File: src/rtl/seg_disp_pkg.sv
// Shared constants and helpers for the seven-segment scan driver.
package seg_disp_pkg;
  localparam int unsigned NUM_DIGITS = 4;
  localparam int unsigned DIGIT_W    = 4;
  localparam logic [NUM_DIGITS-1:0] ANODE_OFF = 4'b1111;

  // Active-low one-hot anode pattern for the given digit index.
  function automatic logic [NUM_DIGITS-1:0] ANODE_ONEHOT_N(input logic [1:0] idx);
    return ~(4'b0001 << idx);
  endfunction
endpackage

File: src/rtl/scan_tick_gen.sv
// Modulo-DIV counter that advances while en is high and pulses tick on its last count.
module scan_tick_gen #(
  parameter int unsigned DIV = 4
) (
  input  logic clk,
  input  logic rst,
  input  logic en,
  output logic tick
);
  localparam int unsigned CW = (DIV > 1) ? $clog2(DIV) : 1;
  localparam logic [CW-1:0] LAST = CW'(DIV - 1);

  logic [CW-1:0] cnt;

  // DIV=1 keeps cnt at 0, so tick simply follows en.
  assign tick = en && (cnt == LAST);

  always_ff @(posedge clk or posedge rst) begin
    if (rst) begin
      cnt <= '0;
    end else if (en) begin
      cnt <= tick ? '0 : cnt + 1'b1;
    end
  end
endmodule

File: src/rtl/seg_scan_mux.sv
// 4-digit common-anode display scanner for one 16-bit word.
// Optional blinking is compiled in with `define DISP_BLINK_EN.
module seg_scan_mux
  import seg_disp_pkg::*;
#(
  parameter int unsigned REFRESH_DIV = 100000,
  parameter int unsigned BLINK_TICKS = 500
) (
  input  logic                  clk,
  input  logic                  rst,
  input  logic [15:0]           data_in,
  input  logic                  load,
  input  logic                  blank,
`ifdef DISP_BLINK_EN
  input  logic                  blink,
`endif
  output logic [NUM_DIGITS-1:0] anode,
  output logic [DIGIT_W-1:0]    digit,
  output logic [1:0]            digit_idx,
  output logic                  frame_done
);
  localparam int unsigned BLINK_DIV = (BLINK_TICKS < 1) ? 1 : BLINK_TICKS;

  logic        tick;
  logic [1:0]  idx;
  logic [1:0]  idx_next;
  logic [15:0] shadow;
  logic        loaded;
  logic        phase;
  logic        blink_dark;
  logic        dark;

  scan_tick_gen #(.DIV(REFRESH_DIV)) u_prescaler (
    .clk  (clk),
    .rst  (rst),
    .en   (1'b1),
    .tick (tick)
  );

`ifdef DISP_BLINK_EN
  logic bc_wrap;

  scan_tick_gen #(.DIV(BLINK_DIV)) u_blink_cnt (
    .clk  (clk),
    .rst  (rst),
    .en   (tick),
    .tick (bc_wrap)
  );

  // Phase runs whether or not blink is requested, so enabling blink joins the existing rhythm.
  always_ff @(posedge clk or posedge rst) begin
    if (rst) begin
      phase <= 1'b1;
    end else if (bc_wrap) begin
      phase <= ~phase;
    end
  end

  assign blink_dark = blink && !phase;
`else
  assign phase      = (BLINK_DIV >= 1);
  assign blink_dark = !phase;
`endif

  assign idx_next = idx + 2'd1;
  assign dark     = blank || !loaded || blink_dark;

  // Outputs move only on tick edges; the tick reads the shadow as it stood before a coincident load.
  always_ff @(posedge clk or posedge rst) begin
    if (rst) begin
      idx        <= 2'd0;
      shadow     <= 16'h0000;
      loaded     <= 1'b0;
      anode      <= ANODE_OFF;
      digit      <= '0;
      digit_idx  <= 2'd0;
      frame_done <= 1'b0;
    end else begin
      if (load) begin
        shadow <= data_in;
        loaded <= 1'b1;
      end
      if (tick) begin
        idx       <= idx_next;
        digit_idx <= idx_next;
        digit     <= shadow[DIGIT_W*idx_next +: DIGIT_W];
        anode     <= dark ? ANODE_OFF : ANODE_ONEHOT_N(idx_next);
      end
      frame_done <= tick && (idx_next == 2'd0);
    end
  end
endmodule

File: config.mk
export PLATFORM = sky130hd
export DESIGN_NAME = seg_scan_mux
export DESIGN_NICKNAME = d
export VERILOG_FILES = /design/src/rtl/seg_disp_pkg.sv /design/src/rtl/scan_tick_gen.sv /design/src/rtl/seg_scan_mux.sv
export SDC_FILE = /design/constraint.sdc
export NUM_CORES = 1
export LEC_CHECK = 0
export ABC_AREA = 1
export BUFFER_PORTS_ARGS = -buffer_cell sky130_fd_sc_hd__buf_2
export CORE_UTILIZATION = 60
export DETAILED_ROUTE_END_ITERATION = 10
export GPL_TIMING_DRIVEN = 1
export MAX_ROUTING_LAYER = met4
export PLACE_DENSITY = 0.82
export RECOVER_POWER = 100
export SLEW_MARGIN = 20
export SYNTH_ARGS = -nofsm -noshare
export SYNTH_HDL_FRONTEND = slang
export SYNTH_HIERARCHICAL = 1
export SYNTH_SLANG_ARGS = --single-unit
File: constraint.sdc
create_clock -name clk -period 2.7 [get_ports clk]
set_input_delay 0.27 -clock clk [delete_from_list [all_inputs] [get_ports clk]]
set_output_delay 0.27 -clock clk [all_outputs]
set_load 0.1 [all_outputs]
---- Word-level counts from Yosys, hierarchy flattened ----
Index checks and enable logic that the tools add are counted.
word-level totals
  register bits ........................... 45
  bits in latches ......................... 0
  RAM bits ................................ 0
  bits in read-only memories .............. 0
  output and inout port bits .............. 11
  logic and storage cells ................. 19
  memories ................................ 0
cells by class
  add/sub/neg operators ................... 2
  multiply operators ...................... 0
  divide/modulo/power cells ............... 0
  order comparisons ....................... 0
  equality and inequality tests ........... 1
  shift-type cells ........................ 2
  mux-type cells .......................... 2
  bitwise logic cells ..................... 1
  reduce and logical (&&, ||, !) cells .... 4
operators with widths
  operator                                                            number
  17-bit by 1-bit adder with 17-bit output (second input constant)    1
  17-bit == test (second input constant)                              1
  17-bit 2-to-1 mux                                                   1
  16-bit by 5-bit variable part select with 4-bit output              1
  4-bit 2-to-1 mux                                                    1
  4-bit NOT                                                           1
  1-bit by 2-bit << shifter with 4-bit output (first input constant)  1
  2-bit by 1-bit adder with 2-bit output (second input constant)      1
  2-bit zero test                                                     1
  1-bit logical AND                                                   1
  1-bit zero test                                                     1
  1-bit logical OR                                                    1

---- Logic depth before layout (Yosys ltp) ----
  depth after elaboration ................. 4
  depth in mapped cells ................... 11

---- Hierarchy ----
Netlist, hierarchy kept.
modules (own cells, without submodules)
  module         times used  cells each  area each (um^2)  sequential area each (um^2)
  seg_scan_mux   1           141         1295.0            705.7
  scan_tick_gen  1           148         1067.3            425.4

---- Least setup slack after synthesis ----
No wires, ideal clock.
  kind .................................... reg2reg
  from .................................... register, netlist name digit_idx[0]
  to ...................................... register digit[0]
  setup time .............................. 123 ps
  arrival ................................. 1855 ps
  required time ........................... 2577 ps
  path slack .............................. 722 ps
  cell stages (with the launch flop) ...... 8
  path buffers ............................ 1
  period minus slack after synthesis ...... 1978 ps
  path through ............................ dfrtp_1 > buf_6 > inv_8 > ha_1 > nand2_2 > a21oi_1 > nand2_1 > nand3_2
RTL lines
  item                    RTL line            source
  end signal: assignment  seg_scan_mux.sv:86  digit <= shadow[DIGIT_W*idx_next +: DIGIT_W];
  end: declaration        seg_scan_mux.sv:18  output logic [DIGIT_W-1:0] digit,

---- Final worst setup path ----
  from .................................... register digit_idx[0]
  to ...................................... output port digit_idx[0]
RTL lines
  item                      RTL line            source
  start: declaration        seg_scan_mux.sv:19  output logic [1:0] digit_idx,
  start signal: assignment  seg_scan_mux.sv:85  digit_idx <= idx_next;
No word-level cell between the ends.

==> load_flow_metrics.sql <==
INSERT INTO impl_metrics (metric_group, metric, value, unit) VALUES
('clock_tree', 'cts_root_buffer', 'clkbuf_8', ''),
('floorplan', 'design.portCount', '31', ''),
('floorplan', 'fp-row-count', '22', ''),
('sta', 'final.setup_skew', '6.48', 'ps'),
('job', 'maxCapViolCount', '0', ''),
('global_routing', 'globalRoute.totalOverflow', '0', ''),
('synth', 'ys.warnings.count', '6', ''),
('setup_path', 'critPathLaunchType', 'register', ''),
('routing', 'antenna_violating_nets_post_route', '0', ''),
('sta', 'setup-tns-final', '0', 'ps'),
('synth', 'async_sr_flop_fraction', '100', '%'),
('global_routing', 'grt_max_degree', '34', ''),
('setup_path', 'bufs_and_invs_on_worst_path', '1', ''),
('clock_tree', 'clk_pin_slew_worst_paths', '90', 'ps'),
('placed_design', 'final_replace_weighted_congestion', '0.918', ''),
('synth', 'yosysTopAreaCell', 'dfrtp_1', ''),
('synth', 'synth-edff-count', '0', ''),
('setup_path', 'worst-r2r-cell-count', '9', ''),
('global_routing', 'number_of_antenna_violations_at_the_first_check_in_global_routing', '0', ''),
('placed_design', 'detailedPlacementHpwl', '3270', 'um'),
('worst_hold_path', 'worstHoldPathType', 'in -> async', ''),
('synth', 'yosysTopAreaCellShare', '43.4', '%'),
('cells_and_area', 'final_layout_size_suffix_gt1_share', '15.9', '%'),
('sta', 'timing.hold.ws', '35.1', 'ps'),
('setup_path', 'critical_path.endpoint_type', 'primary output', ''),
('global_routing', 'first_global_vias', '1784', ''),
('synth', 'sequential_fraction_of_the_synthesis_area', '47.9', '%'),
('sta', 'timing.final.setup_violations', '0', ''),
('synth', 'synthesized_cell_area', '2360', 'sq um'),
('synth', 'synth.net_count', '314', ''),
('setup_path', 'cp_data_required_time', '2430', 'ps'),
('floorplan', 'core', '3720', 'sq um'),
('synth', 'synth_cells', '289', ''),
('clock_tree', 'cts_tree', 'built', ''),
('cells_and_area', 'growth_of_design_area_from_synthesis_to_finish', '8.42', '%'),
('sta', 'achievable-frequency', '458', 'MHz'),
('routing', 'drt_first_iter_violations', '118', ''),
('routing', 'route.vias.total', '1899', ''),
('clock_tree', 'postCtsResizedCells', '0', ''),
('setup_path', 'critPathKind', 'reg -> out', ''),
('status', 'outcome', 'finished, final reports clean', ''),
('clock_tree', 'clk_buf_depth', '2', ''),
('sta', 'layout_worst_path_cycle_share', '80.9', '%'),
('clock_tree', 'postCtsHoldBufs', '0', ''),
('cells_and_area', 'number_of_diodes_added_for_antenna_fixing', '0', ''),
('setup_path', 'timing.critical_path.slowest_cell_delay', '910', 'ps'),
('sta', 'final_number_of_hold_violating_endpoints', '0', ''),
('synth', 'synth.top_cells.by_area', 'dfrtp_1 43%, nand2_1 11%, inv_1 6.2%', ''),
('clock_tree', 'clock_latency', '300', 'ps'),
('synth', 'yosysUniqueCellTypes', '34', ''),
('global_routing', 'global_route.usage.total', '25.1', '%'),
('routing', 'route.detailed.drc', '0', ''),
('floorplan', 'die-area', '4190', 'sq um'),
('setup_path', 'path_max_fanout', '13', ''),
('pwr', 'ir_drop', '0.000432', 'V'),
('pwr', 'powerDensity', '593', 'nW/um^2'),
('sta', 'period_minus_slack', '2190', 'ps'),
('global_routing', 'global_route_wire_length_before_repair', '7690', 'um'),
('setup_path', 'crit_family', 'buffers and inverters', ''),
('cells_and_area', 'fill_cell_total_of_the_finished_layout', '312', ''),
('clock_tree', 'cts_setup_buffers', '0', ''),
('routing', 'first_pass_iters', '4', ''),
('floorplan', 'initial_util', '63.6', '%'),
('floorplan', 'die_w', '64.7', 'um'),
('synth', 'synth_area_per_cell', '8.17', 'sq um'),
('synth', 'ff_latch_count_synth', '45', ''),
('sta', 'maxSlewHeadroom', '22.8', '%'),
('sta', 'rsz0062_at_grt', 'false', ''),
('pwr', 'power.leakage', '1.34', 'nW'),
('setup_path', 'crit_path_top_delay_cell', 'clkbuf_1', ''),
('routing', 'avgRoutedWirePerCell', '12.1', 'um'),
('setup_path', 'critical_path.cell_chain', 'clkbuf_1', ''),
('clock_tree', 'numCtsBuffers', '5', ''),
('setup_path', 'worstPathArrival', '1920', 'ps'),
('cells_and_area', 'final_nets', '344', ''),
('clock_tree', 'htree_num_levels', '2', ''),
('sta', 'slew_violations', '0', ''),
('setup_path', 'critical_path_cell_count', '1', ''),
('floorplan', 'floorplan.die.height', '64.7', 'um'),
('clock_tree', 'clock_sink_count', '45', ''),
('synth', 'ys.flop_type', 'dfrtp_1', ''),
('sta', 'worstMarginPinSlew', '1160', 'ps'),
('routing', 'drt-vias-per-instance', '5.16', ''),
('placed_design', 'io_buffers', '30', ''),
('routing', 'postRouteWirelength', '4470', 'um');
## synthesized netlist by cell type, types with 5 or more instances
cell type / instances
nand2_1: 72
dfrtp_1: 41
inv_1: 39
nor2_1: 32
o21ai_0: 16
nand2_2: 11
nand3_1: 9
nand4_1: 6
ha_1: 5
nand3_2: 5
nor2_2: 5
xor2_1: 5
## worst paths after layout
check / start / end / slack, ps
max: digit_idx[0]$_DFFE_PP0P_ / digit_idx[0] / 510
min: rst / u_prescaler/cnt[4]$_DFFE_PP0P_ / 40
max reg2reg: u_prescaler/cnt[0]$_DFFE_PP0P_ / digit[1]$_DFFE_PP0P_ / 580
min reg2reg: anode[0]$_DFFE_PP1P_ / anode[0]$_DFFE_PP1P_ / 500
max in group asynchronous: rst / frame_done$_DFF_PP0_ / 2210
min in group clk: data_in[12] / shadow[12]$_DFFE_PP0P_ / 170
## metal layers
metal	wire (um)	part of all wire [%]	global-route usage (%)
met4	102	2.3	11.7
met5	0	0	-
met1	1940	43	29.5
met3	155	3.5	4.93
met2	2280	51	41.3
## cell usage in the layout, fill, tap and decap left out, types with 3 or more instances in the layout
| cell type | netlist | layout |
|---|---|---|
| inv_2 | 4 | 3 |
| ha_1 | 5 | 5 |
| nand2_1 | 72 | 76 |
| nand2_2 | 11 | 7 |
| nor2_2 | 5 | 3 |
| nor2_1 | 32 | 35 |
| xor2_1 | 5 | 5 |
| a21oi_1 | 4 | 5 |
| nand4_1 | 6 | 6 |
| dfrtp_1 | 41 | 41 |
| inv_1 | 39 | 38 |
| dfstp_2 | 4 | 4 |
| a41oi_1 | 3 | 3 |
| buf_2 | 2 | 18 |
| clkbuf_1 | 0 | 13 |
| nand3_2 | 5 | 4 |
| clkbuf_8 | 0 | 5 |
| o21ai_0 | 16 | 17 |
| nand3_1 | 9 | 10 |
## sequential cells by signal (all words and copies together), names as in the netlist
| register | flops |
|---|---|
| u_prescaler/cnt | 17 |
| shadow | 16 |
| anode | 4 |
| digit | 4 |
| digit_idx | 2 |
| frame_done | 1 |
| loaded | 1 |
## power by group
part,switching [W],internal (W),leakage (nW)
clock,0.000238,0.000183,0.0374
sequential,0.0000684,0.000749,0.545
combinational,0.000185,0.0000962,0.758
## stage by stage
step	setup WS, ps	power, W	cells	util (%)	instance area [sq um]
finish	515	0.00152	368	68.9	2560
detailed placement	763	0.00113	360	67.8	2520
floorplan	722	0.00106	289	-	2360
global placement	839	0.00112	360	67.8	2520
CTS	699	0.00154	368	70.2	2610
global route	305	0.00161	368	68.9	2560
## cell type report
class | instances | area [sq um] | share of cell area [%]
clock inverter | 2 | 15.0 | 0.586
sequential | 45 | 1130 | 44.2
clock buffer | 6 | 72.6 | 2.83
inverter | 44 | 173 | 6.74
timing repair buffer | 30 | 135 | 5.28
multi-input combinational | 193 | 975 | 38.1
tap | 48 | 60.1 | 2.34
## logic make-up (layout without fill, tap and decap cells)
logic type,Yosys count,in the layout,synth area share (%)
flops,45,45,47.9
simple gates,150,150,29.9
buf+inv,51,82,9.53
other cells,1,1,0.159
fa+ha+maj,5,5,2.65
compound gates,30,30,7.26
xor+xnor,7,7,2.60
(Power assumes the default switching activity.)
